[src/rtl/dma_dev_bridge.sv]
// dma_dev_bridge: device-side front end that feeds/drains the DMA controller through a small buffer.
// Define DMA_BRIDGE_TIMEOUT_EN to enable the XFER stall watchdog (status 10).
module dma_dev_bridge #(
    parameter int ADD_LEN = 16,
    parameter int DATA_LEN = 16,
    parameter int BUF_AW = 2,
    parameter int TIMEOUT_CYCLES = 1024
) (
    input  logic                clk,
    input  logic                reset,
    input  logic                cmd_valid,
    output logic                cmd_ready,
    input  logic                cmd_dir,
    input  logic [ADD_LEN:0]    cmd_addr,
    input  logic [ADD_LEN-1:0]  cmd_len,
    input  logic                src_valid,
    output logic                src_ready,
    input  logic [DATA_LEN-1:0] src_data,
    output logic                snk_valid,
    input  logic                snk_ready,
    output logic [DATA_LEN-1:0] snk_data,
    output logic                rqst,
    output logic [ADD_LEN-1:0]  num_words,
    output logic [ADD_LEN:0]    start_addr,
    output logic                rd_wr,
    output logic                dev_ack,
    output logic [DATA_LEN-1:0] dev_in,
    input  logic [DATA_LEN-1:0] dev_out,
    input  logic                dma_ack,
    input  logic                end_flag,
    output logic                done,
    output logic [1:0]          status,
    output logic [ADD_LEN-1:0]  words_done
);
    localparam int DEPTH = 1 << BUF_AW;
    typedef enum logic [2:0] {SETTLE, IDLE, CHECK, ISSUE, XFER, DRAIN, DONE} state_t;
    state_t state, state_n;
    logic settle_cnt;
    logic [DATA_LEN-1:0] mem [DEPTH];
    logic [BUF_AW-1:0] wr_ptr, rd_ptr;
    logic [BUF_AW:0] count;
    logic [ADD_LEN-1:0] fetched, words_next;
    logic [1:0] status_n;
    logic xfer, empty, full, accept, push, pop, timeout;

    assign xfer = state == XFER;
    assign empty = count == '0;
    assign full = count == (BUF_AW+1)'(DEPTH);
    assign cmd_ready = state == IDLE;
    assign accept = cmd_valid && cmd_ready;
    assign rqst = state == ISSUE;
    assign done = state == DONE;
    assign src_ready = xfer && !rd_wr && !full && fetched < num_words;
    assign snk_valid = (xfer || state == DRAIN) && rd_wr && !empty;
    assign dev_in = rd_wr ? '0 : mem[rd_ptr];
    assign snk_data = rd_wr ? mem[rd_ptr] : '0;
    // The controller moves a word the cycle after it samples dev_ack, so keep one word of slack.
    assign dev_ack = xfer && (rd_wr ? int'(count) <= DEPTH - 2
                                    : int'(count) >= 2 || (!empty && fetched == num_words));
    assign push = rd_wr ? xfer && dma_ack : src_valid && src_ready;
    assign pop = rd_wr ? snk_valid && snk_ready : xfer && dma_ack;
    assign words_next = words_done + ADD_LEN'(xfer && dma_ack);

`ifdef DMA_BRIDGE_TIMEOUT_EN
    localparam int WDW = $clog2(TIMEOUT_CYCLES + 1);
    logic [WDW-1:0] wd_cnt;
    logic stall;
    assign stall = xfer && !dma_ack && !end_flag;
    assign timeout = stall && int'(wd_cnt) == TIMEOUT_CYCLES - 1;
    always_ff @(posedge clk or negedge reset) begin
        if (!reset) wd_cnt <= '0;
        else wd_cnt <= stall ? wd_cnt + WDW'(1) : '0;
    end
`else
    assign timeout = TIMEOUT_CYCLES < 0;
`endif

    always_comb begin
        state_n = state;
        status_n = status;
        case (state)
            SETTLE: state_n = settle_cnt ? IDLE : SETTLE;
            IDLE: begin
                state_n = accept ? CHECK : IDLE;
                status_n = accept ? 2'b00 : status;
            end
            CHECK: begin
                state_n = start_addr[0] ? DONE : ISSUE;
                status_n = start_addr[0] ? 2'b11 : 2'b00;
            end
            ISSUE: state_n = XFER;
            XFER: begin
                if (timeout) begin
                    state_n = DONE;
                    status_n = 2'b10;
                end else if (end_flag) begin
                    state_n = rd_wr ? DRAIN : DONE;
                    status_n = {1'b0, words_next != num_words};
                end
            end
            DRAIN: state_n = empty ? DONE : DRAIN;
            DONE: state_n = IDLE;
            default: state_n = SETTLE;
        endcase
    end

    always_ff @(posedge clk or negedge reset) begin
        if (!reset) begin
            state <= SETTLE;
            settle_cnt <= 1'b0;
            status <= '0;
            num_words <= '0;
            start_addr <= '0;
            rd_wr <= 1'b0;
            words_done <= '0;
            fetched <= '0;
            wr_ptr <= '0;
            rd_ptr <= '0;
            count <= '0;
            for (int i = 0; i < DEPTH; i++) mem[i] <= '0;
        end else begin
            state <= state_n;
            status <= status_n;
            settle_cnt <= state == SETTLE;
            if (accept) begin
                num_words <= cmd_len;
                start_addr <= cmd_addr;
                rd_wr <= cmd_dir;
                words_done <= '0;
                fetched <= '0;
            end else begin
                words_done <= words_next;
                if (!rd_wr && push) fetched <= fetched + ADD_LEN'(1);
            end
            if (accept || timeout) begin
                wr_ptr <= '0;
                rd_ptr <= '0;
                count <= '0;
            end else begin
                if (push) mem[wr_ptr] <= rd_wr ? dev_out : src_data;
                if (push) wr_ptr <= wr_ptr + BUF_AW'(1);
                if (pop) rd_ptr <= rd_ptr + BUF_AW'(1);
                count <= count + (BUF_AW+1)'(push) - (BUF_AW+1)'(pop);
            end
        end
    end
endmodule

[config.mk]
export PLATFORM = sky130hd
export DESIGN_NAME = dma_dev_bridge
export DESIGN_NICKNAME = d
export VERILOG_FILES = /design/src/rtl/dma_dev_bridge.sv
export SDC_FILE = /design/constraint.sdc
export NUM_CORES = 1
export LEC_CHECK = 0
export BUFFER_PORTS_ARGS = -buffer_cell sky130_fd_sc_hd__buf_2
export CAP_MARGIN = 20
export CELL_PAD_IN_SITES_DETAIL_PLACEMENT = 0
export CELL_PAD_IN_SITES_GLOBAL_PLACEMENT = 1
export CORE_UTILIZATION = 30
export CTS_BUF_LIST = sky130_fd_sc_hd__clkbuf_16
export DETAILED_ROUTE_END_ITERATION = 10
export PLACE_DENSITY_LB_ADDON = 0.1
export SLEW_MARGIN = 25
export SYNTH_ARGS = -nofsm -noshare
export SYNTH_HDL_FRONTEND = slang
export SYNTH_SLANG_ARGS = --single-unit
[constraint.sdc]
create_clock -name clk -period 4.3 [get_ports clk]
set_clock_uncertainty 0.2 [all_clocks]
set_input_delay 0.86 -clock clk [delete_from_list [all_inputs] [get_ports clk]]
set_output_delay 0.86 -clock clk [all_outputs]
set_load 0.1 [all_outputs]
Word level (Yosys, flattened, before mapping)
Index checks and enable logic that the tools add are counted.

operators by class
  shift operators = 0
  mux-type cells = 31
  multipliers = 0
  equal/unequal tests = 11
  bitwise gates (word level) = 3
  $lt $le $gt $ge = 6
  reductions and logical operators = 26
  add/sub/neg operators = 6
  div/mod/pow operators = 0

operators by type and width
  kind                                            number
  2-to-1 mux 16 bit                               9
  bitwise mux 64 bit                              1
  binary-select mux 16 bit (select 2 bit)         1
  demux 16 bit (select 2 bit)                     1
  case mux 3 bit (7 select lines)                 1
  2-to-1 mux 2 bit                                10
  adder 16 x 1 -> 16 bit                          1
  adder 16 x 1 -> 16 bit (second input constant)  1
  == test 16 bit                                  1
  less-than comparator 16 bit                     1
  inequality test 16 bit                          1
  logical AND 1 bit                               13
  == test 3 bit (second input constant)           4
  2-to-1 mux 3 bit                                3
  == test 3 x 2 -> 1 bit (second input constant)  2
  >= comparator 3 bit (second input constant)     2
  zero test 3 bit                                 2
  inverter 2 -> 3 bit                             2
  case mux 2 bit (3 select lines)                 1
  nonzero test 2 bit                              3
  adder 2 x 1 -> 2 bit (second input constant)    2
  2-to-1 mux 1 bit                                4
  adder 3 x 1 -> 3 bit                            1
  == test 3 x 1 -> 1 bit (second input constant)  1
  12 further kinds                                15

storage, ports and cells
  RAM bits = 0
  word-level logic and storage cells = 98
  flip-flop bits (word level) = 143
  latch bits = 0
  output and inout port bits = 90
  memory bits (read-only) = 0
  memories = 0

Logic depth before layout (Yosys ltp)
Gate-level depths: netlist (run 1).

  word-level depth = 9
  mapped depth = 16
  depth with buffers taken out = 15

Worst setup path before layout (run 1)
OpenSTA, ideal clock, no wires.

  path type = flip-flop to flip-flop
  start point = reg rd_wr
  end point = reg count[2]
  period minus slack after synthesis = 5.313 ns
  slack = -1.013 ns
  setup time = 0.121 ns
  required time = 3.979 ns
  stages on the path, launching flop included = 12
  arrival time = 4.991 ns
  path through = dfrtp_1 buf_1 nor3b_1 nand2_1 o21ai_0 ha_1 inv_1 ha_1 inv_1 fa_1 xnor2_1 nor2_1

between the ends
  elaborated cells on any way between the ends = 13
  classes of those cells = add/sub: 2; mux: 3; reduce/logical: 8

RTL lines
  item                             RTL line  text
  start: declaration               25        output logic rd_wr,
  start signal: assignment         128       rd_wr <= cmd_dir;
  logical AND 1 bit (2 in series)  54        assign snk_valid = (xfer || state == DRAIN) && rd_wr && !empty;
  via snk_valid                    19        output logic snk_valid,
  logical AND 1 bit                61        assign pop = rd_wr ? snk_valid && snk_ready : xfer && dma_ack;
  2-to-1 mux 1 bit                 61
  subtractor 3 x 1 -> 3 bit        143       count <= count + (BUF_AW+1)'(push) - (BUF_AW+1)'(pop);
  2-to-1 mux 3 bit                 135       if (accept || timeout) begin
  end signal: assignment           143
  end: declaration                 41        logic [BUF_AW:0] count;

The timed path passes the listed nets, and every way through them passes these cells.
A chain may end at the register's enable or synchronous reset.

Worst setup path after layout (run 1)
  start point = reg num_words[11]
  end point = out dev_ack

between the ends
  word-level cells in the longest chain between the ends = 5

RTL lines
  item                      RTL line  text
  start: declaration        23        output logic [ADD_LEN-1:0] num_words,
  start signal: assignment  126       num_words <= cmd_len;
  == test 16 bit            59        : int'(count) >= 2 || (!empty && fetched == num_words));
  logical AND 1 bit         59
  logical OR 1 bit          59
  2-to-1 mux 1 bit          58        assign dev_ack = xfer && (rd_wr ? int'(count) <= DEPTH - 2
  logical AND 1 bit         58
  end: declaration          26        output logic dev_ack,

Every way passes these cells.

==> reports/qor.csv, run 1 <==
stage,metric,value,unit
worst_setup_path,worstPathRequired,3.24,ns
route,wirelength,21.75,mm
worst_setup_path,cp-startpoint,num_words[11],
synthesis,yosysUniqueCellTypes,55,
sta,fmax,0.2584,GHz
worst_setup_path,start_kind,flop,
clocking,htree_num_levels,4,
global_routing,grt_antenna_before_repair,0,
clocking,cts_tree,done,
worst_setup_path,crit_arrival,2.81,ns
cells_and_area,drive_above_1_share,26.33,%
sta,rsz0062_at_grt,false,
placed_design,place.gp.congestion,0.7757,
cells_and_area,fin_nets,1029,
cells_and_area,multi_input_area,3611,sq um
synthesis,synth-edff-count,0,
worst_setup_path,crit_path_max_fanout,5,
sta,worst_pin_slew,0.9657,ns
die,die_x,160.2,microns
synthesis,netlist_area,7505,sq um
die,die_h,160.2,microns
clocking,cts_setup_buffers,0,
route,avgRoutedWirePerCell,17.18,microns
sta,setup_violations,0,
clocking,clk_latency,0.43,ns
status,status,finished clean,
global_routing,met3_usage,4.026,%
clocking,cts_resized,0,
die,start_util,30.68,%
clocking,cts_sinks,143,
global_routing,grt_use_met1,25.84,%
cells_and_area,final_cell_mix,"161 x buf_2, 143 x a21oi_1, 142 x dfrtp_1, 105 x nand2_1, 36 x nor2_1",
sta,final.min_clock_period,3.870,ns
route,drcViolationCount,0,
global_routing,grt_pass1_vias,6080,
cells_and_area,antennaDiodeCount,0,
die,die-area,25650,sq um
sta,hold_viol,0,
global_routing,grtUsageMet2,26.11,%
clocking,clkTransAtPathRegs,0.07,ns
die,core_region_area,24460,sq um
die,rows,57,
route,via_count,6199,
cells_and_area,seq_area,3580,sq um
synthesis,avgSynthCellArea,9.646,sq um
global_routing,gr-total-overflow,0,
global_routing,grt_max_degree,74,
cells_and_area,synthToLayoutAreaGrowth,23.36,%
sta,maxSlewViolCount,0,
synthesis,seq_area_frac_synth,47.68,%
route,antenna_left,0,
cells_and_area,final_common_cell,buf_2,
synthesis,yosys_warnings,0,
global_routing,grt_usage,17.58,%
clocking,numCtsBuffers,17,
synthesis,syn_nets,878,
route,viasPerCell,4.897,
synthesis,synthCells,778,
synthesis,ys_ff_latch,143,
synthesis,synthArstFlopShare,100.0,%
run,maxCapViolCount,0,
global_routing,grt_pass1_wl,34.97,mm
route,dr.pass1.iters,4,
sta,post-route-period-util,90.00,%
worst_hold_path,hold_path.class,input port to async pin,
worst_setup_path,criticalPathCategory,flop to output pin,
sta,relSlewSlack,35.62,%
route,drtIter0Drc,309,
cells_and_area,fillCellCount,2497,
sta,timing.setup.tns,0,ns
placed_design,portBuffers,162,
worst_setup_path,r2r_start,num_words[1],
clocking,cts_buffer_depth,2,
die,ios,163,
clocking,postCtsHoldBufs,0,
global_routing,gr-max-usage-layer,met2,
worst_setup_path,end_kind,output pin,
clocking,cts_root_buf,clkbuf_16,
synthesis,synth_flop_cell,dfrtp_1,
placed_design,hpwl,15.00,mm
[worst max-delay path, stage by stage (launching register included)]
cell and delay [ns]:
dfrtp_1 0.45, inv_1 0.09, ha_1 0.30, nand4_1 0.16
or3_1 0.43, o31ai_1 0.24, mux2i_1 0.12, a21oi_2 0.13
buf_2 0.45
[cells by family after synthesis]
kind of cell | count (synthesis) | share of synthesized area [%]
simple gates | 248 | 16.09
compound gates | 209 | 15.77
mux | 38 | 7.753
flops | 143 | 47.68
fa+ha+maj | 27 | 4.602
xor+xnor | 30 | 3.501
buf+inv | 83 | 4.602
[final timing paths]
kind                                  endpoint  slack (ns)  depth (start not counted)
worst max-delay path                   dev_ack        0.43                          8
worst min-delay path            words_done[12]        0.24                          1
worst max register to register        count[2]        0.70                         15
worst min register to register  start_addr[15]        0.27                          2
max in group asynchronous              mem[19]        2.79                          2
min in group clk                start_addr[15]        0.27                          2
[flip-flops by register name, summed over array words and instances, names as in the netlist]
register / cells
mem: 64
start_addr: 17
fetched: 16
num_words: 16
words_done: 16
count: 3
state: 3
rd_ptr: 2
status: 2
wr_ptr: 2
rd_wr: 1
settle_cnt: 1
[Yosys cell counts, types with 3 or more instances]
| master | n | area share (%) |
|---|---|---|
| a21oi_1 | 144 | 9.6 |
| dfrtp_1 | 143 | 48 |
| nand2_1 | 105 | 5.3 |
| nor2_1 | 36 | 1.8 |
| clkbuf_1 | 32 | 1.6 |
| inv_1 | 32 | 1.6 |
| o21ai_0 | 30 | 2.0 |
| ha_1 | 26 | 4.3 |
| mux2i_1 | 21 | 2.8 |
| and2_1 | 20 | 1.7 |
| xnor2_1 | 20 | 2.3 |
| nor2b_1 | 18 | 1.5 |
| mux4_2 | 16 | 4.8 |
| buf_2 | 13 | 0.87 |
| nand3_1 | 13 | 0.87 |
| nand4_1 | 11 | 0.92 |
| xor2_1 | 10 | 1.2 |
| or3_1 | 9 | 0.75 |
| nor3_1 | 7 | 0.47 |
| o31ai_1 | 6 | 0.60 |
| a21o_1 | 5 | 0.50 |
| and2_0 | 5 | 0.42 |
| nand3b_1 | 4 | 0.40 |
| nor4_1 | 4 | 0.33 |
| a31o_2 | 3 | 0.35 |
| and3_1 | 3 | 0.25 |
| nand2b_1 | 3 | 0.25 |
| o211ai_1 | 3 | 0.30 |
[layer usage]
layer | part of all wire [%] | routed length [microns] | up-vias
li1 | - | - | 3012
met1 | 50 | 10930 | 3015
met2 | 44 | 9587 | 161
met3 | 4.8 | 1051 | 11
met4 | 0.83 | 180 | 0
met5 | 0 | 0 | -
[stage by stage]
stage	setup slack (ns)	area (sq um)	std cells	hold WS [ns]	utilization, %
finish	0.4302	9258	1266	0.2351	37.84
global route	0.2744	9258	1266	0.2799	37.84
CTS	0.3879	9258	1266	0.2631	37.84
detailed placement	0.6857	8703	1234	0.2578	35.58
global placement	0.7387	8703	1234	0.2560	35.58
floorplan	0.03584	7525	778	0.2782	-
[area by class of cell]
class,instances,share of cell area (%)
repair buffers,183,10.66
flip-flops and latches,143,38.67
inverters,32,1.297
multi-input cells,552,39.01
well taps,324,4.379
clock inverters,15,1.392
clock buffers,17,4.595
Power of run 1 is left out: the tool's default activity adds up to more than one toggle a clock period on the data nets, which glitch-free logic cannot reach.
==> run 2: changes to the inputs <==
Clock period 4.3 ns to 4.4 ns, I/O delays scaled along.
==> reports/qor.csv, run 2 (synthesis results as in run 1) <==
stage,metric,value,unit,change
clocking,clkTransAtPathRegs,0.07,ns,about the same
route,antenna_left,0,,unchanged
cells_and_area,synthToLayoutAreaGrowth,23.21,%,
clocking,htree_num_levels,4,,unchanged
sta,setup_violations,0,,unchanged
clocking,cts_resized,0,,unchanged
route,via_count,6144,,-0.89%
global_routing,grt_pass1_wl,35.32,mm,+1.0%
clocking,cts_setup_buffers,0,,unchanged
die,ios,163,,unchanged
route,dr.pass1.iters,6,,+2
worst_setup_path,cp_slowest_cell,buf_2,,
clocking,cts_root_buf,clkbuf_16,,
run,maxCapViolCount,0,,unchanged
worst_setup_path,worst-path-buf-inv,2,,unchanged
worst_setup_path,end_kind,output pin,,
cells_and_area,final_cell_area,9246,sq um,-0.12%
sta,hold_ws,0.2109,ns,-0.02415 ns
status,status,finished clean,,
placed_design,hpwl,15.08,mm,+0.50%
worst_setup_path,crit_path_max_fanout,5,,unchanged
global_routing,grt_usage,17.84,%,+0.27 points
placed_design,post-place-ws,0.8550,ns,+0.1694 ns
clocking,clk_latency,0.43,ns,about the same
global_routing,grt_max_degree,60,,-19%
die,start_util,30.68,%,unchanged
worst_setup_path,cpLargestDelayFamily,simple AND/OR/NAND/NOR gates,,
die,rows,57,,unchanged
sta,relSlewSlack,37.90,%,+2.3 points
route,avgRoutedWirePerCell,17.38,microns,+1.2%
cells_and_area,fillCellCount,2482,,-0.60%
clocking,numCtsBuffers,17,,unchanged
worst_setup_path,criticalPathCategory,flop to output pin,,
cells_and_area,antennaDiodeCount,0,,unchanged
clocking,cts_tree,done,,
sta,timing.setup.tns,0,ns,unchanged
die,die-area,25650,sq um,unchanged
placed_design,post_dp_cell_area,8675,sq um,-0.33%
cells_and_area,largest_reg_flops,64,,unchanged
clocking,cts_sinks,143,,unchanged
placed_design,portBuffers,162,,unchanged
worst_setup_path,start_kind,flop,,
sta,worst_pin_slew,0.9315,ns,-0.03424 ns
worst_setup_path,worstPathRequired,3.32,ns,+0.08 ns
route,wirelength,21.95,mm,+0.93%
sta,rsz0062_at_grt,false,,
placed_design,place.gp.congestion,0.7556,,-2.6%
die,die_h,160.2,microns,unchanged
clocking,postCtsHoldBufs,0,,unchanged
worst_setup_path,cp_cell_sequence,"inv_1, ha_1, nand4_1, or3_1, o31ai_1, mux2i_1, a21oi_2, buf_2",,
sta,final.min_clock_period,3.911,ns,
sta,fmax,0.2557,GHz,
route,drtIter0Drc,368,,+19%
cells_and_area,drive_above_1_share,26.20,%,-0.13 points
cells_and_area,final_common_cell,buf_2,,
global_routing,gr-total-overflow,0,,unchanged
global_routing,grt_antenna_before_repair,0,,unchanged
sta,maxSlewViolCount,0,,unchanged
sta,setup_ws,0.4889,ns,+0.05876 ns
cells_and_area,fin_nets,1026,,-0.29%
route,drcViolationCount,0,,unchanged
worst_setup_path,cpPeakStageDelay,0.45,ns,about the same
worst_hold_path,hold_path.class,input port to async pin,,
cells_and_area,top_register,mem,,
route,viasPerCell,4.865,,-0.65%
cells_and_area,final_cell_mix,"161 x buf_2, 143 x a21oi_1, 142 x dfrtp_1, 105 x nand2_1, 36 x nor2_1",,
clocking,cts_buffer_depth,2,,unchanged
global_routing,grt_pass1_vias,6096,,+0.26%
die,core_region_area,24460,sq um,unchanged
sta,post-route-period-util,88.89,%,
cells_and_area,reg_top3,"mem (64), start_addr (17)",,
sta,hold_viol,0,,unchanged
worst_setup_path,crit_arrival,2.83,ns,+0.02 ns
die,die_x,160.2,microns,unchanged
[run 2: cell types whose count changed in the layout (fill, tap and decap cells not counted), sizes merged]
cell / change
buf: -3
clkinv: +1
clkinvlp: -1
[run 2: metal layers]
metal  vias to the layer above  global-route usage [%]  share of wire [%]  routed length [microns]
li1                       3003                       -                  -                        -
met1                      2979                   26.84                 51                    11210
met2                       152                   26.09                 44                     9676
met3                        10                   3.247                4.1                      892
met4                         0                   4.589               0.79                      174
met5                         -                       0                  0                        0
[run 2: cell type report]
class                           count  area (sq um)  area share [%]
Inverter                           32         120.1           1.299
Clock buffer                       17         425.4           4.601
Tap cell                          324         405.4           4.384
Sequential cell                   143          3580           38.71
Timing Repair Buffer              180         964.7           10.43
Clock inverter                     15         146.4           1.583
Multi-Input combinational cell    552          3605           38.99
[run 2: worst reg2reg max path, delay by kind of cell, from the launching register on]
family / cells / cell delay (ns)
compound gates: 4 / 1.16
fa+ha+maj: 4 / 1.01
flops: 1 / 0.39
buf+inv: 4 / 0.27
simple gates: 2 / 0.17
xor+xnor: 1 / 0.16
[run 2: final timing paths]
kind / slack [ns] / startpoint / to / depth (start not counted)
setup / recovery: 0.49 / num_words[11] / dev_ack / 8
hold / removal: 0.21 / reset / words_done[11] / 1
setup reg to reg: 0.88 / num_words[1] / count[2] / 15
hold reg to reg: 0.28 / start_addr[2] / start_addr[2] / 2
max in group asynchronous: 2.85 / reset / state[0] / 2
min in group clk: 0.28 / start_addr[2] / start_addr[2] / 2
[run 2: metrics by stage]
stage               std cells  utilization [%]
floorplan                 778                -
global placement         1231            35.46
detailed placement       1231            35.46
CTS                      1263            37.80
global route             1263            37.80
finish                   1263            37.80
Power of run 2 is left out for the same reason.
